[src/rtl/adder_pipe.sv]
// Pipelined WIDTH-bit add/subtract. Each of the STAGES stages ripples one SEG-bit segment and registers the segment carry.
// Optional signed saturation is built in when ADDER_PIPE_SAT_EN is defined. Latency is STAGES edges and throughput is one beat per cycle.
// The whole pipe advances only when the output is empty or is being taken, so in_ready = !out_valid || out_ready.
module adder_pipe #(
    parameter int WIDTH  = 32,
    parameter int STAGES = 4
) (
    input  logic             clk,
    input  logic             rst,
    input  logic             in_valid,
    output logic             in_ready,
    input  logic [WIDTH-1:0] a,
    input  logic [WIDTH-1:0] b,
    input  logic             cin,
    input  logic             sub,
`ifdef ADDER_PIPE_SAT_EN
    input  logic             sat,
`endif
    output logic             out_valid,
    input  logic             out_ready,
    output logic [WIDTH-1:0] sum,
    output logic             cout,
    output logic             ovf,
    output logic             busy
);

    localparam int SEG = WIDTH / STAGES;

    // One beat as it travels down the pipe: skewed operands, partial sum, running carry.
    typedef struct packed {
        logic             vld;
        logic             sat;
        logic [WIDTH-1:0] a;
        logic [WIDTH-1:0] b;
        logic [WIDTH-1:0] s;
        logic             c;
        logic             ovf;
    } beat_t;

    beat_t          intake;
    beat_t          prev [STAGES];
    beat_t          st_d [STAGES];
    beat_t          st_q [STAGES];
    logic [SEG:0]   seg_sum;
    logic           adv;

    assign out_valid = st_q[STAGES-1].vld;
    assign adv       = !out_valid || out_ready;
    assign in_ready  = adv;

    always_comb begin
        intake     = '0;
        intake.vld = in_valid;
        intake.a   = a;
        intake.b   = sub ? ~b : b;
        intake.c   = sub | cin;
`ifdef ADDER_PIPE_SAT_EN
        intake.sat = sat;
`else
        intake.sat = 1'b0;
`endif
    end

    always_comb begin
        prev[0] = intake;
        for (int k = 1; k < STAGES; k++) begin
            prev[k] = st_q[k-1];
        end
        seg_sum = '0;
        for (int k = 0; k < STAGES; k++) begin
            seg_sum = {1'b0, prev[k].a[k*SEG +: SEG]}
                    + {1'b0, prev[k].b[k*SEG +: SEG]}
                    + {{SEG{1'b0}}, prev[k].c};
            st_d[k]                  = prev[k];
            st_d[k].s[k*SEG +: SEG]  = seg_sum[SEG-1:0];
            st_d[k].c                = seg_sum[SEG];
            // Carry into the segment MSB is recovered from its sum bit; only the last stage's value is used.
            st_d[k].ovf = seg_sum[SEG]
                        ^ (prev[k].a[k*SEG+SEG-1] ^ prev[k].b[k*SEG+SEG-1] ^ seg_sum[SEG-1]);
        end
    end

    always_ff @(posedge clk or posedge rst) begin
        if (rst) begin
            for (int k = 0; k < STAGES; k++) begin
                st_q[k] <= '0;
            end
        end else if (adv) begin
            for (int k = 0; k < STAGES; k++) begin
                st_q[k] <= st_d[k];
            end
        end
    end

    always_comb begin
        busy = 1'b0;
        for (int k = 0; k < STAGES; k++) begin
            busy = busy | st_q[k].vld;
        end
    end

    assign cout = st_q[STAGES-1].c;
    assign ovf  = st_q[STAGES-1].ovf;

    always_comb begin
        sum = st_q[STAGES-1].s;
`ifdef ADDER_PIPE_SAT_EN
        // The clamp direction follows A's sign, because overflow means both operands share that sign.
        if (st_q[STAGES-1].sat && st_q[STAGES-1].ovf) begin
            sum = {st_q[STAGES-1].a[WIDTH-1], {(WIDTH-1){~st_q[STAGES-1].a[WIDTH-1]}}};
        end
`endif
    end

endmodule
[config.mk]
export PLATFORM = sky130hd
export DESIGN_NAME = adder_pipe
export DESIGN_NICKNAME = d
export VERILOG_FILES = /design/src/rtl/adder_pipe.sv
export SDC_FILE = /design/constraint.sdc
export NUM_CORES = 1
export LEC_CHECK = 0
export ABC_AREA = 1
export CAP_MARGIN = 20
export CORE_UTILIZATION = 40
export DETAILED_ROUTE_END_ITERATION = 8
export GPL_TIMING_DRIVEN = 0
export PLACE_DENSITY = 0.63
export SYNTH_ARGS = -nofsm -noshare
export SYNTH_HDL_FRONTEND = slang
export SYNTH_SLANG_ARGS = --single-unit
[constraint.sdc]
create_clock -name clk -period 8.65 [get_ports clk]
set_clock_uncertainty 0.2 [all_clocks]
set_input_delay 2.595 -clock clk [delete_from_list [all_inputs] [get_ports clk]]
set_output_delay 2.595 -clock clk [all_outputs]
set_load 0.03 [all_outputs]
==> Word level (Yosys, flattened, before mapping) <==
Index checks and enable logic that the tools add are counted.
{ "word_totals": {"reg_bits": 281, "in_bits": 70, "output_inout_bits": 37, "elab_cells": 38} }
{ "classes": {"n_addsub": 8, "mux": 1, "bitwise": 8, "reduce_logical": 2} }
{ "op_table": {"columns": ["operator", "count"], "rows": [
  ["8-bit by 8-bit adder with 9-bit output", 4],
  ["9-bit by 1-bit adder with 9-bit output", 4],
  ["32-bit 2-to-1 mux", 1],
  ["32-bit NOT", 1],
  ["1-bit OR", 4],
  ["1-bit XOR", 3],
  ["1-bit logical NOT", 1],
  ["1-bit logical OR", 1]
]} }

==> Longest topological paths before layout <==
Gate-level depths: netlist of run 1.
{ "logic_depth": {"ltp_word": 4, "ltp_mapped": 12, "ltp_nobuf": 11} }

==> Worst setup path after synthesis of run 1 <==
OpenSTA, ideal clock, no wires.
{ "synth_path": {"path_type": "in2out", "startpoint": "in out_ready", "endpoint": "out in_ready", "t_arrival_ps": 3121, "t_required_ps": 5855, "path_slack_ps": 2734, "cell_stages": 4, "n_path_buf": 2, "path_cell_list": "nor2_4 > inv_2 > buf_6 > buf_2"} }
{ "synth_via": {"elab_chain_len": 1} }
{ "synth_lines": {"columns": ["element", "line", "text"], "rows": [
  ["start, declared", "20", "input logic out_ready,"],
  ["1-bit logical OR", "48", "assign adv = !out_valid || out_ready;"],
  ["end, declared", "11", "output logic in_ready,"]
]} }
No other way between the ends.

==> Worst setup path in the final report of run 1 <==
Ends and elaborated chain as after synthesis.

==> results list, run 1 <==
- Status: finished, final reports clean
* First-iteration detailed-routing DRC count: roughly 300
* Insertion delay to the later sink of the worst-skew pair: approximately 0.43 ns
* Synthesis-to-finish area growth: 23.5%
- Count of vias placed by the detailed router: ~6600
- The number of global-route vias before repair was ~6500.
- CTS max path bufs: 2
- Worst IR Drop VDD: roughly 0.16 mV
- At the worst endpoint, the arrival time is around 4.4 ns.
- Post-CTS setup buffer count: 0
- The repair_antennas step left the layout with diodes totalling 0.
* Final total negative setup slack: 0 ns
- By startpoint and endpoint, the worst setup path is classified as in -> out.
- FF-to-FF path depth: 6
- P_leak: 5.23 nW
* Slowest stage cell on the critical path: clkdlybuf4s50_1
- Total congestion overflow: 0
- Including well taps, the total number of placed cells is 1367.
- After clock tree synthesis, the repair step resized 0 gates.
* DRC violation count after routing: 0
* Most used cell along the critical path: clkdlybuf4s50_1
- In the routed layout, each cell is associated on average with a via count of approximately 4.7.
* Cell row count: 53
* Gate Count Post-Synth: about 1000
- Pin count of the biggest net entering global routing: 94
- For this design, the sink count on the clock tree is about 190.
* Worst-margin pin slew: around 0.68 ns
- The net count of the finished layout is between 1000 and 1500.
- First-pass GRT wire length: about 34000 µm
* CTS tree: built
- Final Util: 0.505
- Fraction of layout cells with a size suffix above 1: 0.0668
- The H-tree was split into 4 levels.
* Die X: approximately 150 µm
- In this run the tightest slew margin relative to its limit is 0.549.
* Final weighted congestion of routability-driven global placement: between 0.9 and 1
- Along the worst path, the maximum fanout reaches 10.
- Path type of the worst min-delay path: reg -> reg
- FMAX: 139 MHz
* Final hold violations: 0
* Count of input and output buffers: between 100 and 150
- Dividing the final minimum period by the clock period gives 0.830.
- Cells along the critical path: clkdlybuf4s50_1 -> nor2_4 -> inv_2 -> buf_6 -> buf_2 -> clkdlybuf4s50_1
- Number of cells in the finished layout apart from fillers: about 1400
* Delay-heaviest family, CP: buffers and inverters
- The critical path contains buffers and inverters numbering 5 combined.
* Hold path startpoint: prev[294]$_DFFE_PP0P_
- Counting every net in the synthesized netlist gives between 1000 and 1500.
- Clock tree synthesis inserted a total of 17 buffers.
* Top Ports: roughly 110
- Routed WL per cell: 14.4 µm
* Required @ worst endpoint: 5.86 ns
- Dividing total power by cell area gives a power density of between 300 and 400 mW/mm².
- Setup violations remaining at the end of the flow were counted as 0.
- Once placement finished, the instance area stood at between 0.01 and 0.015 mm².
- The worst setup path is launched from an input port.
- Wire segments on met3 add up to ~760 µm in the final route.
* Worst setup path startpoint: out_ready
- Per-instance average area after synthesis: just under 9 µm²
- Buffers inserted to repair hold after CTS numbered 0.
- Counting distinct cell types in the post-synthesis netlist gives 23.
- Top routing layer in use: met4
- The synthesized design contains between 150 and 200 register bits.
* Global routing usage summed across all routing layers: 0.199
- Capture endpoint of the worst hold path: prev[194]$_DFFE_PP0P_
* Core footprint: 0.0210 mm²
- DR WL met2: between 9000 and 10000 µm
- End of the worst register-to-register path: prev[1]$_DFFE_PP0P_
* Count of maximum capacitance violations: 0
- The worst register-to-register path begins at prev[101]$_DFFE_PP0P_.
* Post-route antenna net violation count: 0
- The finished cells cover roughly 0.011 mm².
* Stage delay of the slowest cell on the critical path: between 0.7 and 0.8 ns
- Reg-to-reg slack, setup: around 6.4 ns
* Cell chosen for the clock root: clkbuf_16
* Detailed-route wire length on metal 1: around 9800 µm
- Iteration count of the initial detailed-routing pass: 5
* Post-synth design cell area: ~0.0086 mm²
- HPWL after detailed placement: between 10000 and 15000 µm
- Clock period minus final worst setup slack: 7.18 ns
* Die area: between 0.02 and 0.025 mm²
* Clock-pin slew on the worst setup and hold paths: ~0.070 ns
* Synth warn: 0
- The final number of max-transition violations was 0.
* Starting Density: 0.409
- Aggregate routed wire length: ~20000 µm
- Number of antenna violations at the first check in global routing: 0
- Counting instances, the worst hold path has a depth of 2.
- The die is between 100 and 150 µm tall.
- Unrepaired setup endpoints after global routing: no
- The worst setup path is captured at an output port.
- Of the synthesized area, sequential elements account for 0.538.
==> metrics by stage <==
stage	setup slack (ns)	hold WS [ns]	total power [mW]
after floorplan	0.826	0.242	2.55
after global placement	-1.62	0.248	3.07
after detailed placement	1.48	0.251	3.11
after CTS	1.46	0.264	3.91
after global routing	1.38	0.298	4.21
final	1.47	0.267	3.89
==> synth_stat cells <==
master    number  area (µm²)
fa_1           8         160
nand4_1        7        43.8
o21ai_1       25         125
a21oi_1       17        85.1
or2_1          2        12.5
or2_2          1        6.26
xnor2_1       31         272
nand3b_1       7        52.6
nand2_1      406        1520
nand3_1       27         135
buf_6          4        45.0
inv_2          2        7.51
xor2_1        10        87.6
clkbuf_1       5        18.8
buf_4         18         135
nor2_1        17        63.8
ha_1          28         350
o21ai_0       87         435
buf_2         17        85.1
nor2_4         1        11.3
a211oi_1       2        15.0
inv_1         79         297
dfrtp_1      185        4630
==> kinds of logic after synthesis <==
group,after synthesis,synth area share
compound gates,131,0.0768
fa+ha+maj,36,0.0594
simple gates,468,0.215
buf+inv,125,0.0684
xor+xnor,41,0.0418
flops,185,0.538
==> power breakdown <==
| part | internal [mW] | switching [mW] | total (mW) |
|---|---|---|---|
| sequential | 1.25 | 0.219 | 1.47 |
| combinational | 0.640 | 0.991 | 1.63 |
| clock | 0.444 | 0.342 | 0.787 |
==> sequential cells by signal, summed over array words and instances, names as in the netlist <==
register / count
out_valid: 1
sum: 32
cout: 1
prev: 150
ovf: 1
==> cell type report <==
class                           instances  area [µm²]
Clock inverter                         11         135
Sequential cell                       185        4630
Inverter                               81         312
Buffer                                 44         284
Fill cell                            1999       10400
Timing Repair Buffer                  106        1080
Clock buffer                           20         457
Multi-Input combinational cell        676        3380
Tap cell                              275         344
==> worst register-to-register path, cell delays in order (launching register included) <==
cell     delay, ns
dfrtp_1       0.46
fa_1          0.48
fa_1          0.44
nand3_1       0.09
nand3_1       0.11
a21oi_1       0.20
o21ai_0       0.10
==> cells in the final DEF (no fill, tap or decap), types with 2 or more instances in the layout <==
cell / n
buf_2: 17
or2_1: 2
fa_1: 8
nand3_1: 27
a211oi_1: 2
inv_2: 2
dfrtp_1: 185
o21ai_1: 25
xor2_1: 10
inv_1: 78
o21ai_0: 87
inv_6: 4
nor2_1: 17
buf_6: 4
xnor2_1: 31
clkbuf_8: 2
nand3b_1: 7
buf_4: 18
clkinv_4: 2
clkbuf_1: 6
ha_1: 28
clkbuf_16: 17
nand4_1: 7
nand2_1: 406
a21oi_1: 17
clkdlybuf4s50_1: 105
clkinvlp_4: 3
bufinv_16: 2
==> worst max-delay path by stage <==
stage / endpoint / slack, ns / cells past startpoint
2_1_floorplan: cout$_DFFE_PP0P_ / 0.83 / 1
3_3_place_gp: prev[293]$_DFFE_PP0P_ / -1.62 / 2
3_5_place_dp: in_ready / 1.48 / 6
4_1_cts: in_ready / 1.46 / 6
5_1_grt: in_ready / 1.38 / 6
6_report: in_ready / 1.47 / 6
==> metal layers <==
layer  global-route usage  up-vias
met5                    0        -
met3               0.0353       19
li1                     -     3336
met1                0.282     3104
met4               0.0562        0
met2                0.313      128
Power figures use the tool's default switching activity.
==> run 2, diff against run 1 <==
Clock period 8.65 ns to 7.01 ns, I/O delays scaled along.
==> run 2 against run 1 <==
  * Register-to-register slack lost 1.6 ns
  * Critical path depth is the same
  * Combinational power grew 23%
  * Final cell count grew 0.36%
  * Sequential power grew 23%
  * Sequential share of layout area shrank 0.30 points
  * Largest power group unchanged
  * Clock power grew 23%
  * Via count shrank 0.44%
  * Critical endpoint unchanged
  * Power grew 23%
==> results list, run 2 (synthesis gave the netlist of run 1 again) <==
- Status: finished, final reports clean
- The first global-routing pass estimated around 33000 µm of wire.
- Clock latency on the worst-skew pair, taken at its later pin, is approximately 0.43 ns.
* Count of input and output buffers: 105
* Path type of the worst min-delay path: reg -> reg
- The share of total power dissipated in the clock network is 0.203.
- Starting Density: 0.409
* Most used cell along the critical path: clkdlybuf4s50_1
- Iteration count of the initial detailed-routing pass: 4
- Final weighted congestion of routability-driven global placement: between 0.8 and 0.9
- Num CTS Buffers: 17
- Entering global routing, the biggest net connects 43 pins.
* Setup-violating endpoint count in the final report: 0
* Routed WL per cell: ~14 µm
- Buffers inserted to repair hold after CTS numbered 0.
- Cell row count: between 50 and 60
- Final-report max-slew violation count: 0
* Synthesis-to-finish area growth: 24.4%
- Die H: about 150 µm
- The tree is rooted in a clkbuf_16.
* Clock period minus final worst setup slack: just over 6 ns
- Number of antenna violations at the first check in global routing: 0
- Worst-margin pin slew: 0.610 ns
- Number of flip-flops in the largest register: 150
- The number of buffers and inverters on the critical path is 5.
* Number of levels in the clock H-tree: 4
- Die X: ~150 µm
* Slowest stage cell on the critical path: clkdlybuf4s50_1
- The critical path is of the in -> out type.
* Leading cell types in the layout, fill and taps excluded: nand2_1, dfrtp_1, clkdlybuf4s50_1, o21ai_0, inv_1
- Global routing usage summed across all routing layers: 0.197
* First-iteration detailed-routing DRC count: 377
- Die area: 0.0221 mm²
* Final layout net count: between 1000 and 1500
* Top Ports: between 100 and 150
- Crit path launch type: input port
- Stage delay of the slowest cell on the critical path: between 0.7 and 0.8 ns
- The core region is about 0.021 mm².
- Post-CTS sizing: 0
* Sequential Power Share: 0.379
- The kind of cell with the highest combined delay along the critical path is buffers and inverters.
- Fin crit share: 0.887
- For this design the static power due to leakage is 5.26 nW.
* Worst IR Drop VDD: 0.209 mV
* Final total negative setup slack: 0 ns
- After detailed routing, the number of remaining DRC violations is 0.
- TritonCTS built the clock tree.
- Detail-routed via count per cell: 4.67
- Switching power share of the total: 0.399
- HPWL after detailed placement: 14800 µm
- Max-cap violations in this run came to 0.
* Overall power of the completed layout: roughly 4.8 mW
- Global routing finished with a remaining overflow of 0.
- Post-route antenna net violation count: 0
- Post-CTS setup buffer count: 0
* Number of clock sinks seen by CTS: 185
- Unrepaired setup endpoints after global routing: no
- The library cell used most frequently in the layout, excluding fill and tap cells, is nand2_1.
- In this run the power spent charging and discharging nets is about 1.9 mW.
- The number of global-route vias before repair is approximately 6300.
- The signal on the critical path passes through clkdlybuf4s50_1 -> nor2_4 -> inv_2 -> buf_6 -> buf_2 -> clkdlybuf4s50_1.
* CTS max path bufs: 2
* Fraction of layout cells with a size suffix above 1: 0.0718
- Pwr dens: ~450 mW/mm²
- After filler insertion, the fill cell instance count of the layout stands at roughly 2000.
* Final antenna diode count: 0
* Slew margin rel.: 0.593
- For this block, the routed nets add up to just over 20000 µm of wire.
* Final hold violations: 0
- Portion of total power attributed to combinational logic: 0.419
- Required @ worst endpoint: roughly 4.7 ns
- Cell internal pwr: 2.88 mW
- Along the worst path, the maximum fanout reaches 10.
- Across all layers, the routed design uses roughly 6600 vias.
* Crit. End Element: output port
- Derived from the worst setup path, the maximum achievable clock frequency is ~160 MHz.
- After clock tree synthesis, the clock-pin slew on the worst setup and hold paths is approximately 0.070 ns.
- CP arrival: 3.92 ns
==> run 2: cell types whose count changed in the layout (fill, tap and decap cells not counted) <==
cell        before  now
clkinv_2         0    3
buf_16           1    0
clkinvlp_4       3    5
clkinv_4         2    1
buf_12           0    5
inv_6            4    2
clkbuf_1         6    5
==> run 2: final cells by class <==
type | instances | area, µm² | share of cell area
plain buffers | 44 | 284 | 0.0266
clock buffers | 19 | 453 | 0.0424
clock inverters | 13 | 143 | 0.0133
inverters | 81 | 308 | 0.0288
multi-input cells | 676 | 3380 | 0.316
flip-flops and latches | 185 | 4630 | 0.433
well taps | 275 | 344 | 0.0322
repair buffers | 110 | 1150 | 0.108
==> run 2: worst register-to-register path, cell delays in order (launching register included) <==
cell     delay [ns]
dfrtp_1        0.45
fa_1           0.48
fa_1           0.43
nand3_1        0.09
nand3_1        0.12
a21oi_1        0.21
o21ai_0        0.11
==> run 2: routing by layer <==
layer / vias up / wire length (µm) / global-route usage
li1: 3348 / - / -
met1: 3068 / 9910 / 0.277
met2: 122 / 9330 / 0.316
met3: 20 / 718 / 0.0267
met4: 0 / 259 / 0.0608
met5: - / 0 / 0
==> run 2: final timing paths <==
check,start,slack [ns],cells after the start,to
max,out_ready,0.79,6,in_ready
min,prev[296]$_DFFE_PP0P_,0.26,2,prev[196]$_DFFE_PP0P_
max reg2reg,prev[101]$_DFFE_PP0P_,4.79,6,prev[1]$_DFFE_PP0P_
min reg2reg,prev[296]$_DFFE_PP0P_,0.26,2,prev[196]$_DFFE_PP0P_
max in group asynchronous,rst,4.02,4,sum[2]$_DFFE_PP0P_
min in group asynchronous,rst,1.84,2,prev[286]$_DFFE_PP0P_
==> run 2: metrics by stage <==
stage,area (µm²),hold WS (ns),utilization,worst slack (ns),cells
finish,10700,0.265,0.509,0.792,1403
global route,10700,0.297,0.509,0.720,1403
CTS,10700,0.267,0.509,0.793,1403
detailed placement,10100,0.250,0.480,0.812,1371
global placement,10000,0.247,0.476,0.817,1366
floorplan,8600,0.242,-,2.08,986
==> run 2: power groups by stage <==
stage	clock network, mW	logic, mW	registers [mW]
5_1_grt	1.03	2.28	1.87
2_1_floorplan	0	1.21	1.94
3_3_place_gp	0	1.97	1.82
3_5_place_dp	0	2.01	1.83
6_report	0.971	2.01	1.81
4_1_cts	0.987	2.02	1.81
==> RTL change 1 (flow settings as in run 2) <==
Set the parameter `STAGES` to 8 (it was 4).
--- a/src/rtl/adder_pipe.sv
+++ b/src/rtl/adder_pipe.sv
@@ -4,5 +4,5 @@
 module adder_pipe #(
     parameter int WIDTH  = 32,
-    parameter int STAGES = 4
+    parameter int STAGES = 8
 ) (
     input  logic             clk,
Formal check against the unedited RTL: not equivalent (a bounded check fails within 10 cycles, from zero or initial values and one cycle with rst high).
==> RTL change 1 against run 2 <==
  * Sequential power is 110% higher
  * Highest routed layer unchanged
  * Power rose by 81%
  * Worst setup slack worse by 440 ps
  * Largest cell class unchanged
  * Area after synthesis rose by 83%
  * Clock power grew 120%
  * Routed wire length up 88%
  * Design area is 77% higher
  * Sequential cell count is 200 higher
==> RTL change 1: results (changes against run 2) <==
- Relative slew slack: 45.3% (was 59.3%)
- Vias in the first global route: 11600 (was 6324)
- Clock buffer depth: 3 (was 2)
- Cell Int Power: 5.51 mW (was 2.88 mW)
- Starting DRC count in detailed routing: 730 (was 377)
- First-pass GRT wire length: 61.8 mm (was 33.3 mm)
- Via count: 11400 (was 6558)
- Post-place setup slack: 366 ps (was 812 ps)
- Largest net degree at the start of global routing: 44 (was 43)
- R2r startpoint: prev[1]$_DFFE_PP0P_ (was prev[101]$_DFFE_PP0P_)
- Outcome: completed (unchanged)
- Worst r2r dst: ovf$_DFFE_PP0P_ (was prev[1]$_DFFE_PP0P_)
- Routability congestion estimate: 0.836 (was 0.891)
- Post-synthesis sequential area ratio: 61.3% (was 53.8%)
- Average size of a mapped cell: 9.30 µm² (was 8.72 µm²)
- Post-DP Area: 17600 µm² (was 10100 µm²)
- Number of fill cells: 3581 (was 2001)
- Reg2reg setup slack: 4860 ps (was 4790 ps)
- Number of instances in the placed design: 2322 (was 1371)
- Top post-synthesis cells by area: dfrtp_1 (61%), nand2_1 (16%), o21ai_0 (7.6%) (was dfrtp_1 (54%), nand2_1 (18%), o21ai_0 (5.1%))
- Worst vdd ir: 0.208 mV (was 0.209 mV)
- Synth cell types: 21 (was 23)
- H-Tree Depth: 2 (was 4)
- Layout Nets: 1957 (was 1221)
- WL per Instance: 15.9 µm (was 14.4 µm)
- Critical hold path startpoint: prev[397]$_DFFE_PP0P_ (was prev[296]$_DFFE_PP0P_)
- Synth top cells by count: nand2_1 (689), dfrtp_1 (385), o21ai_0 (238), inv_1 (137), buf_2 (40) (was nand2_1 (406), dfrtp_1 (185), o21ai_0 (87), inv_1 (79), xnor2_1 (31))
- Critical path arrival: 4360 ps (was 3920 ps)
- Worst Hold Endpoint: prev[297]$_DFFE_PP0P_ (was prev[196]$_DFFE_PP0P_)
- GR Util All Layers: 19.5% (was 19.7%)
- Num CTS Buffers: 41 (was 17)
- Clk_lat worst skew: 540 ps (was 430 ps)
- Max reg flops: 350 (was 150)
- Vias per cell: 4.76 (was 4.67)
- Share of cells above drive strength 1: 7.70% (was 7.18%)
-- RTL change 1: routing by layer --
layer | vias to the layer above | GRT usage, % | routed length (µm)
met2 | 246 | 32.1 | 18000
li1 | 5561 | - | -
met5 | - | 0 | 0
met3 | 72 | 3.29 | 1870
met4 | 0 | 6.37 | 1130
met1 | 5501 | 26.2 | 17000
-- RTL change 1: cell families after synthesis --
logic type	synth area share [%]
and+or+nand+nor	18.3
DFF	61.3
AOI/OAI and AO/OA	8.09
buffers and inverters	6.37
adders and majority gates	3.95
xor gates and xnor gates	1.90
-- RTL change 1: power groups by stage --
stage / sequential (mW) / clock (mW) / combinational (mW)
6_report: 3.75 / 2.13 / 2.82
2_1_floorplan: 3.80 / 0 / 1.72
3_3_place_gp: 3.76 / 0 / 2.70
3_5_place_dp: 3.78 / 0 / 2.82
4_1_cts: 3.75 / 2.16 / 2.84
5_1_grt: 3.86 / 2.24 / 3.21
-- RTL change 1: worst max-delay path by stage --
stage	from	end	slack [ps]	depth (start not counted)
2_1_floorplan	rst	cout$_DFFE_PP0P_	-470	1
3_3_place_gp	rst	prev[687]$_DFFE_PP0P_	-2890	2
3_5_place_dp	out_ready	in_ready	370	6
4_1_cts	out_ready	in_ready	370	6
5_1_grt	out_ready	in_ready	280	6
6_report	out_ready	in_ready	350	6
-- RTL change 1: cell type report --
class,instances,area (µm²),share of cell area [%]
flip-flops and latches,385,9630,50.9
multi-input cells,1078,5070,26.8
repair buffers,115,1260,6.65
clock buffers,56,1180,6.25
well taps,518,648,3.42
inverters,138,522,2.76
plain buffers,88,482,2.54
clock inverters,11,131,0.694
-- RTL change 1: critical path, stage by stage --
cell,delay (ps)
clkdlybuf4s50_1,530
nor2_4,80
inv_2,160
buf_2,260
buf_2,440
clkdlybuf4s50_1,760
==> RTL change 2 (flow settings as in run 2) <==
Without the edit above. The option `ADDER_PIPE_SAT_EN` is turned on by a define.
--- a/src/rtl/adder_pipe.sv
+++ b/src/rtl/adder_pipe.sv
@@ -2,4 +2,6 @@
 // Optional signed saturation is built in when ADDER_PIPE_SAT_EN is defined. Latency is STAGES edges and throughput is one beat per cycle.
 // The whole pipe advances only when the output is empty or is being taken, so in_ready = !out_valid || out_ready.
+`define ADDER_PIPE_SAT_EN
+
 module adder_pipe #(
     parameter int WIDTH  = 32,
Ports: changed (added sat); port bits go from 107 to 108. The function was not compared with the original's and may differ.
==> RTL change 2 against run 2 <==
  * The flow now finishes with violations (DRC)
  * Count of clock-buffer cells in the layout did not move
  * Sequential cell count grew 5
  * Power up 8.5%
  * Design area grew 4.5%
  * Routed wire length grew 5.9%
  * Worst setup slack got worse by 150 ps
  * Die area rose by 5.3%
  * Area after synthesis up 5.4%
  * Global-route usage shrank 0.098 points
  * Via count is 6.8% higher
  * Register-to-register slack lost 100 ps
  * First-iteration DRC count is 27% higher
  * Sequential share of layout area fell by 0.73 points
  * Utilization down 0.15 points
  * Largest cell class unchanged
==> RTL change 2: results (changes against run 2) <==
- Outcome: finished with violations (was completed)
- Failing checks: DRC
- Tightest Pin Transition: 709 ps (was 610 ps)
- Num CTS Buffers: 17 (unchanged)
- Fin Hold WS: 267 ps (was 265 ps)
- Worst r2r path cells: 10 (was 6)
- Synth cell types: 24 (was 23)
- Met1 Wirelength: 11.2 mm (was 9.91 mm)
- Worst Hold Endpoint: prev[93]$_DFFE_PP0P_ (was prev[196]$_DFFE_PP0P_)
- R2r startpoint: prev[58]$_DFFE_PP0P_ (was prev[101]$_DFFE_PP0P_)
- Starting DRC count in detailed routing: 480 (was 377)
- Critical hold path startpoint: prev[193]$_DFFE_PP0P_ (was prev[296]$_DFFE_PP0P_)
- Max reg flops: 153 (was 150)
- First-pass DRT Iterations: 9 (was 4)
- Largest net degree at the start of global routing: 44 (was 43)
- Crit path largest cell delay: 690 ps (was 710 ps)
- Period minus WS final: 6370 ps (was 6220 ps)
- Routed met2 length: 9.22 mm (was 9.33 mm)
- Met2 usage: 29.3% (was 31.6%)
- H-Tree Depth: 4 (unchanged)
- WL per Instance: 14.3 µm (was 14.4 µm)
- Top post-synthesis cells by area: dfrtp_1 (52%), nand2_1 (19%), o21ai_0 (5.9%) (was dfrtp_1 (54%), nand2_1 (18%), o21ai_0 (5.1%))
- Share of cells above drive strength 1: 6.57% (was 7.18%)
- Wire length on met3: 810 µm (was 718 µm)
- Post-synth ARST share: 100% (unchanged)
- Met3 global-route usage: 2.59% (was 2.67%)
- Synthesized Nets: 1183 (was 1092)
- Number of fill cells: 2154 (was 2001)
- Layout Nets: 1312 (was 1221)
- Worst r2r dst: ovf$_DFFE_PP0P_ (was prev[1]$_DFFE_PP0P_)
- Crit-path slowest cell: clkdlybuf4s50_1 (unchanged)
- Hpwl dp: 16.2 mm (was 14.8 mm)
- GR Util All Layers: 19.6% (was 19.7%)
- Vias per cell: 4.68 (was 4.67)
- Routability congestion estimate: 0.816 (was 0.891)
- Number of instances in the placed design: 1466 (was 1371)
- Cells resized by post-CTS repair: 0 (unchanged)
- Reg2reg setup slack: 4690 ps (was 4790 ps)
- GRT met1 Usage: 29.8% (was 27.7%)
- Critical path arrival: 4070 ps (was 3920 ps)
- Synth top cells by count: nand2_1 (457), dfrtp_1 (190), o21ai_0 (106), inv_1 (91), xnor2_1 (29) (was nand2_1 (406), dfrtp_1 (185), o21ai_0 (87), inv_1 (79), xnor2_1 (31))
- Port bufs: 106 (was 105)
- Post-DP Area: 10600 µm² (was 10100 µm²)
- Post-synthesis sequential area ratio: 52.5% (was 53.8%)
- Post-place setup slack: 628 ps (was 812 ps)
- Drt drc: 1 (was 0)
- P_leak: 5.60 nW (was 5.26 nW)
- Via count: 7005 (was 6558)
- Vias in the first global route: 6700 (was 6324)
- Average size of a mapped cell: 8.42 µm² (was 8.72 µm²)
- First-pass GRT wire length: 35.5 mm (was 33.3 mm)
- Worst vdd ir: 0.231 mV (was 0.209 mV)
RTL change 2: cell type report:
class	count	area [µm²]	area share, %
Sequential cell	190	4750	42.6
Multi-Input combinational cell	743	3650	32.7
Timing Repair Buffer	110	1140	10.2
Clock buffer	19	433	3.88
Inverter	93	353	3.16
Tap cell	280	350	3.14
Buffer	50	308	2.76
Clock inverter	13	183	1.64
RTL change 2: cells by family (layout without fill, tap and decap cells):
logic type / count (synthesis) / count (layout) / share of synthesized area, %
xor+xnor: 39 / 39 / 3.77
buf+inv: 143 / 285 / 7.25
compound gates: 145 / 145 / 8.18
fa+ha+maj: 36 / 36 / 5.64
simple gates: 523 / 523 / 22.7
flops: 190 / 190 / 52.5
RTL change 2: report_power, final:
part	internal, mW	switching, mW	leakage (nW)	total (mW)
clock	0.572	0.432	0.287	1.00
combinational	0.908	1.43	3.01	2.34
sequential	1.58	0.274	2.30	1.86
